<file path="src/rtl/fir_coef_ctrl.sv">
// Coefficient bank sequencer for the transposed-form FIR chain: shadow/active banks, atomic swap,
// enable and valid generation. Define FIR_CTRL_ZERO_FLUSH_EN to flush L zero samples after each swap.
module fir_coef_ctrl #(
    parameter int ORDER    = 1,
    parameter int COEF_W   = 18,
    parameter int COEF_RST = 123,
    parameter int ADDR_W   = 4
) (
    input  logic                        clk,
    input  logic                        rst,
    input  logic                        s_valid,
    output logic                        s_ready,
    output logic                        filt_ena,
    output logic                        x_zero,
    output logic                        dout_valid,
    input  logic                        cfg_valid,
    output logic                        cfg_ready,
    input  logic [ADDR_W-1:0]           cfg_addr,
    input  logic [COEF_W-1:0]           cfg_data,
    input  logic                        cfg_commit,
    output logic                        commit_done,
    output logic                        busy,
    output logic [(ORDER+1)*COEF_W-1:0] coef_out
);
    // state     | meaning
    // ST_RUN    | normal streaming, samples accepted, commit requests start a swap
    // ST_SWAP   | one cycle: shadow copied to active, token history cleared
    // ST_FLUSH  | L cycles of zero input to purge pre-swap history (macro builds only)

    localparam int NTAP  = ORDER + 1;
    localparam int L     = ORDER + 2;
    localparam int TOK_W = L - 1;
    localparam logic [COEF_W-1:0] COEF_RST_V = COEF_W'(COEF_RST);

    typedef enum logic [1:0] {
        ST_RUN   = 2'd0,
        ST_SWAP  = 2'd1,
        ST_FLUSH = 2'd2
    } state_t;

    state_t            r_state;
    logic              r_pending;
    // Only the bits that feed dout_valid are kept; the oldest token bit is never observed.
    logic [TOK_W-1:0]  r_tok;
    logic [COEF_W-1:0] r_shadow [NTAP];
    logic [COEF_W-1:0] r_active [NTAP];

`ifdef FIR_CTRL_ZERO_FLUSH_EN
    localparam int CNT_W = $clog2(L + 1);
    logic [CNT_W-1:0]  r_cnt;
`endif

    logic w_accept;
    logic w_cfg_wr;
    logic w_start;

    assign s_ready   = rst & (r_state == ST_RUN);
    assign cfg_ready = rst & (r_state != ST_SWAP);
    assign busy      = rst & ((r_state != ST_RUN) | r_pending);
    assign w_accept  = s_valid & s_ready;
    assign w_cfg_wr  = cfg_valid & cfg_ready;
    assign w_start   = (r_state == ST_RUN) & (r_pending | cfg_commit);

`ifdef FIR_CTRL_ZERO_FLUSH_EN
    assign x_zero    = rst & (r_state == ST_FLUSH);
    assign filt_ena  = w_accept | x_zero;
`else
    assign x_zero    = 1'b0;
    assign filt_ena  = w_accept;
`endif

    always_comb begin
        coef_out = '0;
        for (int i = 0; i < NTAP; i++) begin
            coef_out[i*COEF_W +: COEF_W] = r_active[i];
        end
    end

    always_ff @(posedge clk or negedge rst) begin
        if (!rst) begin
            r_state     <= ST_RUN;
            r_pending   <= 1'b0;
            r_tok       <= '0;
            dout_valid  <= 1'b0;
            commit_done <= 1'b0;
`ifdef FIR_CTRL_ZERO_FLUSH_EN
            r_cnt       <= '0;
`endif
            for (int i = 0; i < NTAP; i++) begin
                r_shadow[i] <= COEF_RST_V;
                r_active[i] <= COEF_RST_V;
            end
        end else begin
            commit_done <= 1'b0;
            dout_valid  <= filt_ena & r_tok[TOK_W-1];

            if (filt_ena) begin
                r_tok <= (r_tok << 1) | TOK_W'(w_accept);
            end

            // Commits arriving while busy are held; repeated ones collapse into the one flag.
            if (w_start) begin
                r_pending <= 1'b0;
            end else if (cfg_commit) begin
                r_pending <= 1'b1;
            end

            // Addresses above ORDER match no tap and are silently dropped.
            if (w_cfg_wr) begin
                for (int i = 0; i < NTAP; i++) begin
                    if (cfg_addr == ADDR_W'(i)) begin
                        r_shadow[i] <= cfg_data;
                    end
                end
            end

            case (r_state)
                ST_RUN: begin
                    if (w_start) begin
                        r_state <= ST_SWAP;
                    end
                end
                ST_SWAP: begin
                    for (int i = 0; i < NTAP; i++) begin
                        r_active[i] <= r_shadow[i];
                    end
                    r_tok <= '0;
`ifdef FIR_CTRL_ZERO_FLUSH_EN
                    r_cnt   <= CNT_W'(L - 1);
                    r_state <= ST_FLUSH;
`else
                    r_state     <= ST_RUN;
                    commit_done <= 1'b1;
`endif
                end
`ifdef FIR_CTRL_ZERO_FLUSH_EN
                ST_FLUSH: begin
                    if (r_cnt == '0) begin
                        r_state     <= ST_RUN;
                        commit_done <= 1'b1;
                    end else begin
                        r_cnt <= r_cnt - 1'b1;
                    end
                end
`endif
                default: r_state <= ST_RUN;
            endcase
        end
    end

endmodule

</file>
<file path="config.mk">
export PLATFORM = sky130hd
export DESIGN_NAME = fir_coef_ctrl
export DESIGN_NICKNAME = d
export VERILOG_FILES = /design/src/rtl/fir_coef_ctrl.sv
export SDC_FILE = /design/constraint.sdc
export NUM_CORES = 1
export LEC_CHECK = 0
export CORE_MARGIN = 5
export CORE_UTILIZATION = 52
export CTS_BUF_LIST = sky130_fd_sc_hd__clkbuf_4
export DETAILED_ROUTE_END_ITERATION = 7
export PLACE_DENSITY_LB_ADDON = 0.08
export SLEW_MARGIN = 20
export SYNTH_ARGS = -nofsm -noshare
export SYNTH_HDL_FRONTEND = slang
export SYNTH_SLANG_ARGS = --single-unit
</file>
<file path="constraint.sdc">
create_clock -name clk -period 1.8 [get_ports clk]
set_input_delay 0.27 -clock clk [delete_from_list [all_inputs] [get_ports clk]]
set_output_delay 0.27 -clock clk [all_outputs]
set_load 0.02 [all_outputs]
</file>
==> impl_metrics.toml <==
[yosys]
syn_area_mm2 = 0.00308
yosysWarnings = 0
synth_edf_count = 0
synthFlopType = "dfrtp_1"
synth_top_area_cell = "dfrtp_1"
yosys-top-cells-count = "dfrtp_1 (54), mux2_2 (52), dfstp_2 (24)"
async_reset_ff_share_pct = 100
synth_fp_nets = 205
synth_top_cells_by_area = "dfrtp_1 (44%), dfstp_2 (20%), mux2_2 (19%)"
synth-seq-area-share_pct = 64.4
synth_top_area_share_pct = 43.9
ys_types = 21
postSynthAreaPerCell_um2 = 17.3
syn_inst = 178
synth_most_common_cell = "dfrtp_1"
ys_ff_latch = 78

[routing]
dr.pass1.iters = 3
num_vias = 1668
drtIter0Drc = 61
totalWireLength_mm = 5.69
vias_per_cell = 5.01
wl_per_cell_um = 17.1
ant_nets = 0
drcViolationCount = 0

[critical_path]
crit_type = "flip-flop to output port"
cp_top_family = "buffers and inverters"
crit_path_end_kind = "output port"
critPathSlowestCell = "clkdlybuf4s50_1"
r2r_start = "r_state[0]"
crit_arrival_ns = 1.42
critPathBufInv = 1
crit_path_start_kind = "flip-flop"
worstPathCellList = "clkdlybuf4s50_1"
cp_data_required_time_ns = 1.53
max_stage_delay_ns = 0.62
critical_path.startpoint = "coef_out[32]"
cp_max_fo = 2

[layout]
syn_to_final_growth_pct = 27.8
diodes = 0
finalNetCount = 280
drive_above_1_share_pct = 48.1
stdcell_area_mm2 = 0.00394

[sta]
worst_pin_slew_ns = 0.686
rsz0062_at_grt = "false"
hold_ws_ns = -0.00141
hold_viol = 1
relSlewSlack_pct = 54.2
finalCritPeriodShare_pct = 93.9
fin_setup_tns_ns = 0
clock.fmax_mhz = 591
finalCriticalPeriod_ns = 1.69
slew_viol_final = 0
fin_worst_skew_ns = 0.0150
setup_viol = 0

[clocking]
cts_resized = 16
ctsLongestPathBuffers = 2
root_buffer = "clkbuf_4"
postCtsHoldBufs = 0
cts_tree = "built"
cts-htree-levels = 3
cts_sinks = 78
postCtsSetupBuffers = 0
numCtsBuffers = 9
clk_latency_ns = 0.42
clk_pin_slew_ns = 0.12

[power]
power.density_mw_per_mm2 = 1300
p_leak_nw = 1.81
vdd_drop_max_mv = 0.808

[floorplan]
start_util_pct = 52.6
die_x_um = 87.0
die_h_um = 87.0
rows = 28
coreArea_mm2 = 0.00585
dieArea_mm2 = 0.00756
io_pins = 70

[outcome]
violations = "negative hold slack"
status = "finished, violations left"

[grt]
grt_pass1_vias = 1901
antenna_found_initial = 0
grt_max_degree = 82
grt_pass1_wl_mm = 9.55
overflow = 0
grtUsageTotal_pct = 16.9

[placement]
dp_hpwl_mm = 3.98
io_buffers = 68
dpl_cell_area_mm2 = 0.00381
place_congestion = 0.748

[worst_hold_path]
hp-class = "primary input to asynchronous set/reset pin"

[run]
cap_violations = 0
area by class of cell:
| class | count | area [µm²] |
|---|---|---|
| Fill cell | 426 | 1920 |
| Clock buffer | 9 | 67.6 |
| Sequential cell | 78 | 1980 |
| Clock inverter | 7 | 73.8 |
| Timing Repair Buffer | 75 | 723 |
| Multi-Input combinational cell | 89 | 993 |
| Tap cell | 75 | 93.8 |
state kept, by name (all words and copies together), names as in the netlist:
register,cells
r_shadow,36
dout_valid,1
r_tok,2
coef_out,36
r_pending,1
commit_done,1
r_state,1
metrics by stage:
| step | cells | util [%] | total power [W] | setup WS (ns) |
|---|---|---|---|---|
| floorplan | 178 | - | 0.00341 | 0.210 |
| global placement | 317 | 65.2 | 0.00415 | -0.0685 |
| detailed placement | 317 | 65.2 | 0.00422 | -0.152 |
| CTS | 333 | 67.3 | 0.00520 | 0.0205 |
| global route | 333 | 67.3 | 0.00541 | 0.0265 |
| finish | 333 | 67.3 | 0.00513 | 0.109 |
per-layer routing:
metal  global-route usage [%]  part of all wire (%)  vias up
met5                        0                     0        -
met1                     21.3                    43      852
li1                         -                     -      768
met2                     27.0                    51       42
met3                     5.87                   5.0        6
met4                     5.95                   1.3        0
final timing paths:
kind	endpoint	slack (ns)	cells past startpoint
setup / recovery	coef_out[32]	0.11	1
hold / removal	commit_done	-0.001	2
setup reg to reg	r_shadow[20]	0.30	4
hold reg to reg	coef_out[16]	0.52	1
max in group asynchronous	r_state[0]	1.33	2
min in group clk	dout_valid	0.34	3
report_power, final:
part           total, W  switching, W  internal [W]
Sequential      0.00251      0.000230       0.00228
Clock           0.00105      0.000625      0.000428
Combinational   0.00156      0.000703      0.000857
Total           0.00513       0.00156       0.00357
cell families (layout without fill, tap and decap cells):
kind of cell           count (synthesis)  after routing  synth area share (%)
buffers and inverters                 11             91                  3.37
other                                  1              1                 0.122
AOI/OAI and AO/OA                      3              3                 0.569
muxes                                 72             72                  28.8
and+or+nand+nor                       13             13                  2.80
DFF                                   78             78                  64.4
layout by cell type (no fill, tap or decap), types with 2 or more instances in the layout:
cell type | synthesis | final
a21oi_1 | 2 | 2
and3_1 | 2 | 2
buf_4 | 3 | 6
clkbuf_4 | 0 | 9
clkdlybuf4s50_1 | 0 | 51
clkinv_2 | 0 | 2
clkinv_4 | 0 | 2
dfrtp_1 | 54 | 53
dfstp_2 | 24 | 24
dlygate4sd2_1 | 0 | 15
mux2_2 | 52 | 52
mux2_4 | 20 | 20
nand2_1 | 2 | 2
nor2_1 | 3 | 3
(Power assumes the default switching activity.)
